### config.mk
export PLATFORM = sky130hd
export DESIGN_NAME = led_matrix_scanner
export DESIGN_NICKNAME = d
export VERILOG_FILES = /design/src/rtl/led_scan_pkg.sv /design/src/rtl/led_scan_timing.sv /design/src/rtl/led_matrix_scanner.sv
export SDC_FILE = /design/constraint.sdc
export NUM_CORES = 1
export LEC_CHECK = 0
export BUFFER_PORTS_ARGS = -buffer_cell sky130_fd_sc_hd__buf_2
export CAP_MARGIN = 40
export CELL_PAD_IN_SITES_DETAIL_PLACEMENT = 0
export CELL_PAD_IN_SITES_GLOBAL_PLACEMENT = 1
export CORE_ASPECT_RATIO = 1.75
export CORE_UTILIZATION = 45
export CTS_BUF_LIST = sky130_fd_sc_hd__clkbuf_2 sky130_fd_sc_hd__clkbuf_4 sky130_fd_sc_hd__clkbuf_8
export CTS_CLUSTER_DIAMETER = 120
export DETAILED_ROUTE_END_ITERATION = 16
export GPL_TIMING_DRIVEN = 0
export PLACE_DENSITY = 0.75
export SETUP_SLACK_MARGIN = 0.1
export SYNTH_ARGS = -nofsm -noshare
export SYNTH_HDL_FRONTEND = slang
export SYNTH_SLANG_ARGS = --single-unit
### constraint.sdc
create_clock -name clock -period 6.5 [get_ports clock]
set_input_delay 0 -clock clock [delete_from_list [all_inputs] [get_ports clock]]
set_output_delay 0 -clock clock [all_outputs]
set_load 0.1 [all_outputs]
### src/rtl/led_scan_pkg.sv
// Shared types and constants for the LED matrix / seven-segment scanner.
package led_scan_pkg;

    // Eight matrix rows plus one seven-segment digit share the scan.
    localparam int NUM_ROWS  = 8;
    localparam int NUM_SLOTS = 9;
    localparam int SEG_SLOT  = 8;

    // Number of brightness steps in the active part of a slot.
    localparam int NUM_STEPS = 16;

    typedef logic [3:0] slot_idx_t;
    typedef logic [7:0] frame_row_t;

    // Active-low row enable pattern for a slot; the segment slot drives no row.
    function automatic frame_row_t row_enable(input slot_idx_t slot);
        frame_row_t r;
        r = '1;
        if (slot < slot_idx_t'(NUM_ROWS)) begin
            r[slot[2:0]] = 1'b0;
        end
        return r;
    endfunction

endpackage

### src/rtl/led_scan_timing.sv
// Slot and in-slot cycle counters for the scanner. Produces the current slot
// index, whether the current cycle is lit for the latched brightness, and
// strobes for the first cycle of a frame and the last cycle of a frame.
module led_scan_timing
    import led_scan_pkg::*;
#(
    parameter int BLANK_CYCLES = 27,
    parameter int STEP_CYCLES  = 165
) (
    input  logic       clock,
    input  logic       reset,
    input  logic [3:0] brightness,
    output slot_idx_t  slot,
    output logic       slot_start,
    output logic       lit,
    output logic       frame_start,
    output logic       frame_end
);

    localparam int SLOT_CYCLES = BLANK_CYCLES + NUM_STEPS * STEP_CYCLES;
    localparam int CW          = $clog2(SLOT_CYCLES + 1);

    logic [CW-1:0] cyc;
    logic [3:0]    bright_q;
    logic [3:0]    bright_eff;
    logic [CW-1:0] on_len;
    logic [CW-1:0] active_cyc;
    logic          last_cyc;

    assign last_cyc    = (cyc == CW'(SLOT_CYCLES - 1));
    assign slot_start  = (cyc == '0);
    assign frame_start = slot_start && (slot == '0);
    assign frame_end   = last_cyc && (slot == slot_idx_t'(SEG_SLOT));

    // Cycle counter runs through one slot, then the slot index advances and wraps after the segment slot.
    always_ff @(posedge clock) begin
        if (reset) begin
            cyc  <= '0;
            slot <= '0;
        end else if (last_cyc) begin
            cyc  <= '0;
            slot <= (slot == slot_idx_t'(SEG_SLOT)) ? '0 : slot + slot_idx_t'(1);
        end else begin
            cyc <= cyc + 1'b1;
        end
    end

    // Brightness is captured once per slot so a slot never changes duty mid-way.
    always_ff @(posedge clock) begin
        if (reset) begin
            bright_q <= '0;
        end else if (slot_start) begin
            bright_q <= brightness;
        end
    end

    // On the capture cycle itself the fresh value is used, so a zero-length
    // blanking interval still sees the new brightness.
    assign bright_eff = slot_start ? brightness : bright_q;
    assign on_len     = CW'(STEP_CYCLES) * CW'(bright_eff);
    assign active_cyc = cyc - CW'(BLANK_CYCLES);
    assign lit        = (cyc >= CW'(BLANK_CYCLES)) && (active_cyc < on_len);

endmodule

### src/rtl/led_matrix_scanner.sv
// Time-multiplexed driver for an 8x8 LED matrix plus one seven-segment digit.
// Double-buffered: writes land in the back bank, and a commit swaps banks at
// the next frame boundary so a frame is never displayed half-updated.
module led_matrix_scanner
    import led_scan_pkg::*;
#(
    parameter int BLANK_CYCLES = 27,
    parameter int STEP_CYCLES  = 165
) (
    input  logic       clock,
    input  logic       reset,
    input  logic       wr_valid,
    output logic       wr_ready,
    input  logic [3:0] wr_addr,
    input  logic [7:0] wr_data,
    input  logic       commit,
    input  logic [3:0] brightness,
    output logic [7:0] row,
    output logic [7:0] d,
    output logic       seven_seg,
    output logic       commit_pending,
    output logic       frame_start
);

    frame_row_t bank0 [NUM_SLOTS];
    frame_row_t bank1 [NUM_SLOTS];

    // 0: bank0 is displayed and bank1 receives writes; 1: the reverse.
    logic       front_sel;
    logic       ready_q;

    slot_idx_t  slot;
    logic       slot_start;
    logic       lit;
    logic       scan_frame_start;
    logic       frame_end;

    logic       swap;
    logic       wr_fire;
    logic       wr_hit;
    frame_row_t front_row;

    led_scan_timing #(
        .BLANK_CYCLES (BLANK_CYCLES),
        .STEP_CYCLES  (STEP_CYCLES)
    ) u_timing (
        .clock       (clock),
        .reset       (reset),
        .brightness  (brightness),
        .slot        (slot),
        .slot_start  (slot_start),
        .lit         (lit),
        .frame_start (scan_frame_start),
        .frame_end   (frame_end)
    );

    // The swap happens on the last cycle of the segment slot; writes are held
    // off in that cycle so none can land in a bank that is changing role.
    assign swap     = frame_end && commit_pending;
    assign wr_ready = ready_q && !reset && !swap;
    assign wr_fire  = wr_valid && wr_ready;
    assign wr_hit   = wr_fire && (wr_addr <= slot_idx_t'(SEG_SLOT));

    assign front_row = front_sel ? bank1[slot] : bank0[slot];

    // Back-bank writes; addresses past the segment byte are accepted and dropped.
    always_ff @(posedge clock) begin
        if (reset) begin
            for (int i = 0; i < NUM_SLOTS; i++) begin
                bank0[i] <= '0;
                bank1[i] <= '0;
            end
        end else if (wr_hit) begin
            if (front_sel) begin
                bank0[wr_addr] <= wr_data;
            end else begin
                bank1[wr_addr] <= wr_data;
            end
        end
    end

    // Bank select, pending-commit flag and the post-reset ready hold-off.
    always_ff @(posedge clock) begin
        if (reset) begin
            front_sel      <= 1'b0;
            commit_pending <= 1'b0;
            ready_q        <= 1'b0;
        end else begin
            ready_q <= 1'b1;
            if (swap) begin
                front_sel      <= ~front_sel;
                commit_pending <= 1'b0;
            end else if (commit) begin
                commit_pending <= 1'b1;
            end
        end
    end

    // Registered display outputs, one cycle behind the scan counters.
    always_ff @(posedge clock) begin
        if (reset) begin
            row         <= '1;
            d           <= '0;
            seven_seg   <= 1'b0;
            frame_start <= 1'b0;
        end else begin
            frame_start <= scan_frame_start;
            if (!lit) begin
                row       <= '1;
                d         <= '0;
                seven_seg <= 1'b0;
            end else if (slot == slot_idx_t'(SEG_SLOT)) begin
                row       <= '1;
                d         <= front_row;
                seven_seg <= 1'b1;
            end else begin
                row       <= row_enable(slot);
                d         <= front_row;
                seven_seg <= 1'b0;
            end
        end
    end

endmodule

# Word level (Yosys, flattened, before mapping)
# Memory sizes are Yosys's and may differ from the RTL's. A register that Yosys moved wholly into a read port is not among the register bits.
# Cells that the tools add are included.
# word_totals
regBits,41
ramBits,144
input_bits,20
output_inout_bits,20
word_cells,74
memories,2
# memory_table
name,depth,width,rd,rd_clocked_by_memory_dff,write_ports,line_no,text
bank0,9,8,1,1,9,led_matrix_scanner.sv:25,frame_row_t bank0 [NUM_SLOTS];
bank1,9,8,1,1,9,led_matrix_scanner.sv:26,frame_row_t bank1 [NUM_SLOTS];
# op_classes
addsub,3
n_mul,1
n_lt_le_gt_ge,6
eq_ne,2
mux,27
bitwise,4
n_reduce_logical,19
# op_table
op,count
4-bit 2-to-1 mux,8
8-bit 2-to-1 mux,3
8-bit OR reduction,2
1-bit 2-to-1 mux,15
"12-bit by 1-bit adder with 12-bit output, second input constant",1
"12-bit equality test, second input constant",1
"12-bit by 5-bit greater-or-equal comparator with 1-bit output, second input constant",1
12-bit logical NOT,1
12-bit less-than comparator,1
"8-bit by 4-bit multiplier with 12-bit output, first input constant",1
"12-bit by 5-bit subtractor with 12-bit output, second input constant",1
1-bit logical AND,9
8-bit inverter,1
2-bit OR reduction,3
"4-bit by 1-bit adder with 4-bit output, second input constant",1
"4-bit equality test, second input constant",1
"4-bit less-or-equal comparator, second input constant",1
4-bit logical NOT,1
"3-bit by 4-bit less-than comparator with 1-bit output, second input constant",1
"4-bit less-than comparator, second input constant",1
4-bit OR reduction,1
1-bit demux with 3-bit select,1
"3-bit by 1-bit greater-or-equal comparator with 1-bit output, second input constant",1
1-bit inverter,3
1-bit logical NOT,2

# Logic depth before layout (Yosys ltp)
# logic_depth
word_depth,12
ltp_mapped,21
ltp_nobuf,19

# By module
# A second synthesis with hierarchy kept.
# unflattened
hier_cells,943
hier_area_um2,13320.3
# by_module_without_submodules
module,instances,cells_per_inst,area_per_inst_um2,seq_area_each_um2
led_matrix_scanner,1,742,11614.9,8107.8
led_scan_timing,1,201,1705.4,400.4

# Worst setup path before layout
# No wires, ideal clock.
# synth_timing
kind,reg-to-reg
startpoint,register u_timing.cyc[8]
endpoint,register row[4]
setup_time_ns,0.135
arrival_ns,4.498
required_time_ns,6.365
path_slack_ns,1.868
stages_incl_launch_ff,21
n_path_buf,3
synth_period_minus_slack_ns,4.632
path_cell_list,dfxtp_1 -> buf_6 -> or4_1 -> or3_1 -> buf_6 -> mux2i_2 -> nor2_1 -> ha_1 -> ha_1 -> nor2b_1 -> o21ai_0 -> o21ai_0 -> a41o_1 -> xnor2_1 -> ha_1 -> and3_1 -> a21boi_0 -> o311ai_0 -> o311a_2 -> buf_4 -> nand4_1
# synth_via
elab_chain_len,7
word_cells_on_any_way,9
classes_between,add/sub: 1; mul: 1; order compare: 2; mux: 1; bitwise: 1; reduce/logical: 3
# synth_lines
element,line_no,text
from (decl),led_scan_timing.sv:23,logic [CW-1:0] cyc;
from (signal assigned),led_scan_timing.sv:44,cyc <= cyc + 1'b1;
12-bit logical NOT,led_scan_timing.sv:31,assign slot_start = (cyc == '0);
4-bit 2-to-1 mux,led_scan_timing.sv:59,assign bright_eff = slot_start ? brightness : bright_q;
8-bit by 4-bit multiplier with 12-bit output,led_scan_timing.sv:60,assign on_len = CW'(STEP_CYCLES) * CW'(bright_eff);
12-bit less-than comparator,led_scan_timing.sv:62,assign lit = (cyc >= CW'(BLANK_CYCLES)) && (active_cyc < on_len);
1-bit logical AND *,led_scan_timing.sv:62,
1-bit inverter (no line) *,-,
4-bit OR reduction (no line) *,-,
to (signal assigned),led_matrix_scanner.sv:117,row <= row_enable(slot);
to (decl),led_matrix_scanner.sv:18,"output logic [7:0] row,"
# Mark *: on every way between the ends. The rest lies on a longest branch, timed or not.
# A chain may end at the register's enable or synchronous reset.

# Final worst setup path
# layout_timing
startpoint,register u_timing.cyc[9]
endpoint,register row[6]
# The elaborated chain is that of the path after synthesis.

==> impl_metrics.ini <==
[sta]
fmax_ghz = 0.179
finalClockSkew_ps = 32.4
rsz0062_at_grt = no
period_minus_slack_ps = 5600
setup_violations = 0
fin_crit_sh_pct = 86.1
tightest_slew_ps = 885
finalMaxSlewViolations = 0
final-hold-violation-count = 0
tns_ps = 0
worst_hold_slack_ps = 48.9
max_slew_margin_pct = 41.0

[grt]
antenna_found_initial = 0
grt_pass1_vias = 8553
grt_usage_pct = 23.0
grt_pass1_wl_um = 50400
gr-total-overflow = 0
grt_start_max_net_pins = 24

[power_and_ir_drop]
power.density_nw_per_um2 = 264
p_switching_uw = 932
ir_drop_v = 0.000143
p_leak_nw = 5.79
p_clk_share_pct = 39.7
intPower_mw = 3.22
power.share.sequential_pct = 53.4
p_sw_share_pct = 22.5
combinationalPowerShare_pct = 6.9

[finish]
final_nets = 1212
drive_gt1_share_pct = 16.4
seq_area_um2 = 8590
fillers = 2553
syn_to_final_growth_pct = 17.8
multi_input_area_um2 = 4870

[floorplanning]
io_pins = 40
die_w_um = 132
die-area_um2 = 30400
num_rows = 83
initial_core_util_pct = 45.5
core_area_um2 = 29300
die_y_um = 230

[clocking]
postCtsSetupBuffers = 0
clkTransAtPathRegs_ps = 70
cts_tree = built
cts_buffers = 45
clockBufferDepth = 3
cts_resized = 0
cts.sinks = 301
clk_latency_ps = 580
cts_hold_buf = 18
cts-root-buf = clkbuf_8
cts_htree_levels = 2

[setup_path]
start_kind = register
crit_top_cell = ha_1
cp_slowest_cell = or4_1
path_class = register to register
crit_chain = buf_2 > or4_1 > or3_1 > buf_6 > mux2i_2 > nor2_1 > ha_1 > ha_1 > nor2b_1 > o21ai_0 > o21ai_0 > a41o_1 > xnor2_1 > ha_1 > and3_1 > a21boi_0 > o311ai_0 > o311a_2 > buf_4 > nand4_1
cp.arrival_ps = 6020
slowest_delay_ps = 560
path_max_fanout = 10
worstPathRequired_ps = 6920
cp-end-kind = register

[synth]
syn_inst = 935
synthSimpleGateAreaFrac_pct = 12.8
synth_edf_count = 256
ys_async_sr_fraction_pct = 0
synth_cell_types = 55
netlist_top_cells_area = edfxtp_1 (58%), and2_1 (6.9%), dfxtp_1 (6.8%)
ys_seq_area_share_pct = 64.4
synthMuxAreaShare_pct = 11.1
synth-compound-area-share_pct = 5.53
synthXorXnorAreaFrac_pct = 1.84
synth_area_leader_cell = edfxtp_1
synthFlopType = edfxtp_1
synth_warnings = 0
synth_seq_cells = 301
synthTopCellsByCount = edfxtp_1 (256), and2_1 (148), nor2_1 (65), mux2i_1 (63), dfxtp_1 (45)
yosysMostFrequentCell = edfxtp_1
syn_area_per_cell_um2 = 14.3
synthAdderAreaFrac_pct = 2.16
synth_top_family_by_area = simple AND/OR/NAND/NOR gates
synth_top_cell_area_share_pct = 57.6
syn_area_um2 = 13300

[min_path]
hp-class = input port to register

[drt]
dr.pass1.iters = 5
drtIter0Drc = 458
drt_wl_total_um = 33700
drc = 0
wl_per_cell_um = 21.2
avgViaCountPerCell = 5.18
antenna_left = 0
vias = 8226

[job]
drv_cap = 0

[placement]
port_buffers = 39
hpwlAfterDp_um = 24000
gp_congestion = 0.844

[run_status]
status = completed
[final timing paths]
path / from / to / slack, ps / cells past startpoint
worst min register to register: u_timing.slot[1] / row[3] / 500 / 1
worst min-delay path: wr_addr[3] / bank1[8][4] / 50 / 3
worst max register to register: u_timing.cyc[9] / row[6] / 900 / 20
worst max-delay path: u_timing.cyc[9] / row[6] / 900 / 20
[critical path: cells and delay by family (launching register included)]
| family | cells | cell delay [ps] |
|---|---|---|
| simple gates | 6 | 1530 |
| compound gates | 6 | 1500 |
| flops | 1 | 300 |
| fa+ha+maj | 3 | 930 |
| mux | 1 | 430 |
| buf+inv | 3 | 550 |
| xor+xnor | 1 | 200 |
[metrics by stage]
stage / power (mW) / instances / setup slack (ps) / util, % / cell area [um^2]
floorplan: 2.42 / 1046 / 1870 / - / 13800
global placement: 2.51 / 1467 / 921 / 49.3 / 14400
detailed placement: 2.53 / 1486 / 944 / 49.7 / 14600
CTS: 4.18 / 1586 / 903 / 53.6 / 15700
global route: 4.29 / 1586 / 636 / 53.6 / 15700
finish: 4.15 / 1587 / 902 / 53.6 / 15700
[logic make-up (layout without fill, tap and decap cells)]
group,after synthesis,after routing
compound gates,106,106
xor+xnor,28,28
fa+ha+maj,23,23
buf+inv,68,226
flops,301,301
mux,102,102
other cells,1,113
simple gates,306,306
[sequential cells by signal (all words and copies together), names as in the netlist, named ones only]
| signal | count |
|---|---|
| seven_seg | 1 |
| row | 8 |
| u_timing.cyc | 12 |
| bank1 | 128 |
| d | 8 |
| ready_q | 1 |
| bank0 | 128 |
| u_timing.bright_q | 4 |
| commit_pending | 1 |
| u_timing.slot | 4 |
| front_sel | 1 |
| frame_start | 1 |
[layout by cell type (no fill, tap or decap), types with 23 or more instances in the layout]
master	netlist	layout
nor2_1	65	65
buf_2	12	58
and2_1	148	148
mux4_2	35	35
edfxtp_1	256	256
mux2i_1	63	63
o21ai_0	33	26
clkbuf_8	0	53
conb_1	1	112
ha_1	23	23
a221oi_1	25	25
clkbuf_1	35	35
dfxtp_1	45	45
[power by group through the flow]
stage	combinational, mW	clock (mW)	sequential, mW
global route	0.313	1.76	2.22
detailed placement	0.273	0	2.26
CTS	0.284	1.68	2.22
global placement	0.261	0	2.25
floorplan	0.169	0	2.26
finish	0.285	1.65	2.22
[area by class of cell]
class	instances	share of cell area [%]
multi-input combinational	677	31.0
timing repair buffer	76	3.21
clock inverter	12	0.725
clock buffer	70	5.46
tap	382	3.04
buffer	54	1.53
sequential	301	54.7
inverter	14	0.334
antenna	1	0.0159
[routing by layer]
layer	GRT usage, %	vias to the layer above	routed length, um
li1	-	3872	-
met1	23.4	4059	11900
met2	44.5	221	18700
met3	3.33	74	1420
met4	12.5	0	1730
met5	0	-	0
(Power assumes the default switching activity.)
